===== src/rtl/sigma_seq_divider.sv =====
// Sequential 2W/W non-restoring divider with signed mode, divide-by-zero/overflow flags and start/done handshake.
// Optional macro SIGMA_DIV_RADIX4_EN retires two quotient bits per ITER cycle; undefined builds the radix-2 datapath.
module sigma_seq_divider #(
  parameter int WIDTH = 32,
  parameter int CNT_W = 6
) (
  input  logic               clock,
  input  logic               reset_n,
  input  logic               start,
  input  logic               signed_mode,
  // Sigma numbers bit 0 as the MSB; here that bit is [2*WIDTH-1] / [WIDTH-1], the value is unchanged.
  input  logic [2*WIDTH-1:0] dividend,
  input  logic [WIDTH-1:0]   divisor,
  output logic               busy,
  output logic               done,
  output logic [WIDTH-1:0]   quotient,
  output logic [WIDTH-1:0]   remainder,
  output logic               divide_by_zero,
  output logic               overflow
);

  typedef enum logic [2:0] {S_IDLE, S_LOAD, S_ITER, S_FIX, S_DONE} state_t;

  localparam logic [WIDTH-1:0] MIN_NEG_MAG = {1'b1, {(WIDTH-1){1'b0}}};
`ifdef SIGMA_DIV_RADIX4_EN
  localparam logic [CNT_W-1:0] STEP = CNT_W'(2);
`else
  localparam logic [CNT_W-1:0] STEP = CNT_W'(1);
`endif

  state_t               r_state;
  logic [2*WIDTH-1:0]   r_dvd;
  logic [WIDTH-1:0]     r_dvs;
  logic                 r_sgn_mode;
  logic                 r_qsign;
  logic                 r_rsign;
  logic [WIDTH:0]       r_pr;
  logic [WIDTH-1:0]     r_pq;
  logic [WIDTH-1:0]     r_d;
  logic [CNT_W-1:0]     r_cnt;
  logic [WIDTH-1:0]     r_q_res;
  logic [WIDTH-1:0]     r_r_res;

  logic                 w_dvd_neg;
  logic                 w_dvs_neg;
  logic [2*WIDTH-1:0]   w_dvd_mag;
  logic [WIDTH-1:0]     w_dvs_mag;
  logic [2*WIDTH:0]     w_pair;
  logic [2*WIDTH:0]     w_next;
  logic [WIDTH-1:0]     w_rem_mag;
  logic                 w_sgn_ovf;

  // One non-restoring step on {partial remainder (W+1), quotient (W)}. The shifted remainder
  // needs W+2 bits; the result is back in [-d, d) so its top two bits agree.
  function automatic logic [2*WIDTH:0] nr_step(input logic [2*WIDTH:0] pair,
                                               input logic [WIDTH-1:0] d);
    logic [WIDTH+1:0] shifted;
    logic [WIDTH+1:0] res;
    shifted = pair[2*WIDTH:WIDTH-1];
    if (shifted[WIDTH+1]) res = shifted + {2'b00, d};
    else                  res = shifted - {2'b00, d};
    return {res[WIDTH:0], pair[WIDTH-2:0], ~res[WIDTH+1]};
  endfunction

  assign w_dvd_neg = r_sgn_mode & r_dvd[2*WIDTH-1];
  assign w_dvs_neg = r_sgn_mode & r_dvs[WIDTH-1];
  assign w_dvd_mag = w_dvd_neg ? -r_dvd : r_dvd;
  assign w_dvs_mag = w_dvs_neg ? -r_dvs : r_dvs;

  assign w_pair = {r_pr, r_pq};
`ifdef SIGMA_DIV_RADIX4_EN
  assign w_next = nr_step(nr_step(w_pair, r_d), r_d);
`else
  assign w_next = nr_step(w_pair, r_d);
`endif

  // Final remainder lies in [0, d), so the correction fits in WIDTH bits.
  assign w_rem_mag = r_pr[WIDTH] ? (r_pr[WIDTH-1:0] + r_d) : r_pr[WIDTH-1:0];
  assign w_sgn_ovf = r_sgn_mode & (r_qsign ? (r_pq > MIN_NEG_MAG) : r_pq[WIDTH-1]);

  // NOTE: all state updates use non-blocking assignments so every register samples pre-edge values.
  always_ff @(posedge clock or negedge reset_n) begin
    if (!reset_n) begin
      r_state        <= S_IDLE;
      r_dvd          <= '0;
      r_dvs          <= '0;
      r_sgn_mode     <= 1'b0;
      r_qsign        <= 1'b0;
      r_rsign        <= 1'b0;
      r_pr           <= '0;
      r_pq           <= '0;
      r_d            <= '0;
      r_cnt          <= '0;
      r_q_res        <= '0;
      r_r_res        <= '0;
      busy           <= 1'b0;
      done           <= 1'b0;
      quotient       <= '0;
      remainder      <= '0;
      divide_by_zero <= 1'b0;
      overflow       <= 1'b0;
    end else begin
      done <= 1'b0;
      case (r_state)
        S_IDLE: begin
          if (start) begin
            r_dvd          <= dividend;
            r_dvs          <= divisor;
            r_sgn_mode     <= signed_mode;
            divide_by_zero <= 1'b0;
            overflow       <= 1'b0;
            busy           <= 1'b1;
            r_state        <= S_LOAD;
          end
        end
        S_LOAD: begin
          r_qsign <= w_dvd_neg ^ w_dvs_neg;
          r_rsign <= w_dvd_neg;
          r_d     <= w_dvs_mag;
          r_pr    <= {1'b0, w_dvd_mag[2*WIDTH-1:WIDTH]};
          r_pq    <= w_dvd_mag[WIDTH-1:0];
          r_cnt   <= CNT_W'(WIDTH);
          if (w_dvs_mag == '0) begin
            divide_by_zero <= 1'b1;
            r_state        <= S_DONE;
          end else if (w_dvd_mag[2*WIDTH-1:WIDTH] >= w_dvs_mag) begin
            overflow <= 1'b1;
            r_state  <= S_DONE;
          end else begin
            r_state <= S_ITER;
          end
        end
        S_ITER: begin
          {r_pr, r_pq} <= w_next;
          r_cnt        <= r_cnt - STEP;
          if (r_cnt == STEP) r_state <= S_FIX;
        end
        S_FIX: begin
          overflow <= w_sgn_ovf;
          r_q_res  <= r_qsign ? -r_pq : r_pq;
          r_r_res  <= r_rsign ? -w_rem_mag : w_rem_mag;
          r_state  <= S_DONE;
        end
        S_DONE: begin
          done <= 1'b1;
          busy <= 1'b0;
          if (!divide_by_zero && !overflow) begin
            quotient  <= r_q_res;
            remainder <= r_r_res;
          end
          r_state <= S_IDLE;
        end
        default: r_state <= S_IDLE;
      endcase
    end
  end

endmodule


===== config.mk =====
export PLATFORM = sky130hd
export DESIGN_NAME = sigma_seq_divider
export DESIGN_NICKNAME = d
export VERILOG_FILES = /design/src/rtl/sigma_seq_divider.sv
export SDC_FILE = /design/constraint.sdc
export NUM_CORES = 1
export LEC_CHECK = 0
export BUFFER_PORTS_ARGS = -buffer_cell sky130_fd_sc_hd__buf_4
export CELL_PAD_IN_SITES_DETAIL_PLACEMENT = 1
export CELL_PAD_IN_SITES_GLOBAL_PLACEMENT = 1
export CORE_ASPECT_RATIO = 1.25
export CORE_MARGIN = 3
export CORE_UTILIZATION = 35
export CTS_CLUSTER_SIZE = 16
export DETAILED_ROUTE_END_ITERATION = 8
export PLACE_DENSITY = 0.7
export SLEW_MARGIN = 20
export SYNTH_ARGS = -nofsm -noshare
export SYNTH_HDL_FRONTEND = slang
export SYNTH_SLANG_ARGS = --single-unit

===== constraint.sdc =====
create_clock -name clock -period 6.5 [get_ports clock]
set_input_delay 0.65 -clock clock [delete_from_list [all_inputs] [get_ports clock]]
set_output_delay 0.65 -clock clock [all_outputs]
set_load 0.02 [all_outputs]

==> impl_results.md <==
- Status: finished clean
- Initial Util: between 30% and 40%
- Hold-fix buffers, CTS: 0
- CTS HTree Levels: 2
- Fin crit share: about four fifths
- Syn_nets: 2499
- Core area: ~61000 um2
- Drt first-iter violations: 993
- Vias in the first global route: 18910
- Final net count: 2608
- Drt drc: 0
- First-pass GRT wire length: 107.7 mm
- PortBufs: 167
- Drt first pass iters: 5
- EDFF count, synth: 0
- R2r worst-path depth: 19
- Clock Root Buffer: clkbuf_16
- Ys Warns: 0
- Min Tclk post-route: 5.212 ns
- Die extent in x: 228.2 um
- Xor-xnor portion of the synthesized cell area: 8.595%
- DRT antenna net count: 0
- Max-slew violations: 0
- Final core utilization: 40.77%
- Setup crit start: r_dvd[19]$_DFFE_PN0P_
- Origin of the critical flop-to-flop path: r_dvd[19]$_DFFE_PN0P_
- Max-Cap Viols: 0
- Clk_skew: 0.02516 ns
- Kind of start point of the critical path: flip-flop
- DR vias: 17920
- Critical Path End Type: flip-flop
- Fin worst setup slack: between 1 and 1.5 ns
- WL/cell: 20.68 um
- GPL Wtd Cong: 0.8833
- Mapped Cells: about 2300
- CTS tree: done
- Fmax: 191.9 MHz
- Total clock sinks: 337
- Synth async-reset ratio: 100.0%
- Adder-Cell Fraction of Synth Area: under 10%
- Synth Area in Simple Gates: 15.08%
- Max Fanout on Critical Path: 8
- Post-CTS setup buffers: 0
- Gr usage total: 20.40%
- Hold Path Class: primary input to async pin
- Area growth syn-to-layout: 14.95%
- Antenna Diode Count: 0
- Final setup viols: 0
- Yosys cell types: 97
- Row cnt: 101
- Pre-CTS setup slack: roughly 1.3 ns
- Top cells by area, synth: dfrtp_1 (39%), mux2_2 (7.9%), ha_1 (6.0%)
- RSZ-0062 raised after global routing: no
- Final hold violation count: 0
- Via density: 5.513
- Worst-Skew Late Latency: around 0.56 ns
- Largest net degree at the start of global routing: 148
- DRT Wirelength: 67.21 mm
- Slew @ Worst Pin: roughly 0.96 ns
- Synth area leader: dfrtp_1
- Layout cells sized above 1: 18.55%
- Grt ovf: 0
- Chip Height: 283.8 um
- Initial antenna violation count: 0
- Compound-Gate Fraction of Synth Area: between 15 and 20%
- Inserted Clock Buffers: 38
- Post-Syn Area per Cell: 9.421 um2
- HPWL after DPL: 51.85 mm
- Top_reg_cell synth: dfrtp_1
- Post-cts gate resize count: 0
- Critical path class: flip-flop to flip-flop
- Setup TNS: 0 ns
- CP Data Arrival Time: 5.62 ns
- Critical path data required time: 6.90 ns
- I/O pin cnt: 168
- Post-synthesis mux area share: ~8.5%
- Register bit total from synthesis: 337
- Die area: 64760 um2
- Largest family of logic cells by synthesized area: compound AO/OA/AOI/OAI gates
- Slew HR: 35.89%
- CTS Buffer Depth: 3
- Top cell type's share of synthesized area: 39.04%
- Register area share after synthesis: between 30 and 40%
- Cell area after synthesis: ~22000 um2
- CTS clk-pin slew, worst paths: ~0.060 ns
==> metrics by stage <==
step	cells	hold WS, ns	area [um2]
final	3250	0.04043	24830
after global placement	3186	0.4570	23610
after CTS	3250	0.02612	24830
after global routing	3250	0.05091	24830
after detailed placement	3186	0.4665	23610
after floorplan	2293	0.3544	21600
==> critical path, stage by stage, from the launching register on <==
cell and delay [ns]:
dfrtp_1 0.42, or4_1 0.62, nor4b_2 0.35, nor3b_1 0.37, nand3_1 0.27, nor2b_2 0.33, and3b_1 0.42, a31oi_1 0.17
xor2_1 0.26, ha_1 0.31, a21o_1 0.18, a21o_1 0.16, a21o_1 0.17, a21o_1 0.17, a21oi_1 0.14, o21ai_0 0.15
a21oi_1 0.21, nand4b_1 0.13, o211ai_1 0.12, a32oi_1 0.08
==> cell usage in the layout, fill, tap and decap left out, drive strengths merged, types with 18 or more instances in the layout <==
cell type / instances
o211ai: 22
clkbuf: 53
xnor2: 82
nand3: 41
a21oi: 139
o31ai: 26
or3: 19
nor4: 19
mux2: 153
nand2: 228
or4: 18
nor3: 47
inv: 52
nand4: 27
buf: 184
a22oi: 45
a21o: 41
dfrtp: 337
nor2b: 18
a31oi: 24
xor2: 130
nand2b: 28
o21ai: 237
and3: 20
nor2: 121
ha: 104
==> final cells by class <==
cell class                      instances  area (um2)
Clock inverter                         11       115.1
Fill cell                            7109       36080
Tap cell                              824        1031
Inverter                               50       187.7
Clock buffer                           53        1109
Timing Repair Buffer                  184        1401
Multi-Input combinational cell       1791       12560
Sequential cell                       337        8434
==> registers in the layout, indices dropped and copies added (netlist names) <==
| signal | cells |
|---|---|
| done | 1 |
| r_qsign | 1 |
| r_d | 32 |
| quotient | 32 |
| r_cnt | 6 |
| r_dvs | 32 |
| divide_by_zero | 1 |
| remainder | 32 |
| r_rsign | 1 |
| r_dvd | 64 |
| r_pr | 33 |
| r_state | 3 |
| r_r_res | 32 |
| r_q_res | 32 |
| r_sgn_mode | 1 |
| overflow | 1 |
| busy | 1 |
| r_pq | 32 |
==> path summary, 6_finish.rpt <==
path	to	slack, ns
worst max-delay path	overflow$_DFFE_PN0P_	1.29
worst min-delay path	quotient[15]$_DFFE_PN0P_	0.04
worst max register to register	overflow$_DFFE_PN0P_	1.29
worst min register to register	r_r_res[4]$_DFFE_PN0P_	0.47
max in group asynchronous	r_r_res[25]$_DFFE_PN0P_	5.18
min in group clock	r_dvs[1]$_DFFE_PN0P_	0.29
==> cells in the mapped netlist, drive strengths merged, types with 4 or more instances <==
library cell / count
nor2b: 18
and3: 20
mux2: 153
nor3: 47
o221ai: 5
a22oi: 45
and4: 7
nand3b: 5
nor2: 121
o21a: 17
or3: 19
ha: 104
nor4: 19
a41oi: 4
inv: 50
nand3: 41
nand4: 27
clkbuf: 90
a31oi: 24
o211ai: 22
nand2: 228
xor2: 130
a21o: 41
and2: 13
a211oi: 10
or2: 9
xnor2: 82
o311ai: 6
or4: 18
a221oi: 4
dfrtp: 337
o21bai: 9
o31ai: 26
nor3b: 8
o41ai: 17
nand2b: 28
a21oi: 139
o21ai: 237
buf: 25
a2111oi: 6
mux2i: 9
o22ai: 17
a211o: 8
==> cell families (layout without fill, tap and decap cells) <==
kind of cell | after synthesis | count (layout)
xor gates and xnor gates | 212 | 212
buffers and inverters | 165 | 298
muxes | 162 | 162
and+or+nand+nor | 643 | 643
DFF | 337 | 337
AOI/OAI and AO/OA | 668 | 668
adders and majority gates | 106 | 106
==> routing by layer <==
layer	track usage, %	part of all wire, %	vias to the layer above
met3	2.761	3.1	84
met5	0	0	-
met2	34.46	48	284
li1	-	-	8582
met4	5.591	2.4	0
met1	27.45	46	8968
Power is left out: the tool's default activity adds up to more than one toggle a clock period on the data nets, which glitch-free logic cannot reach.
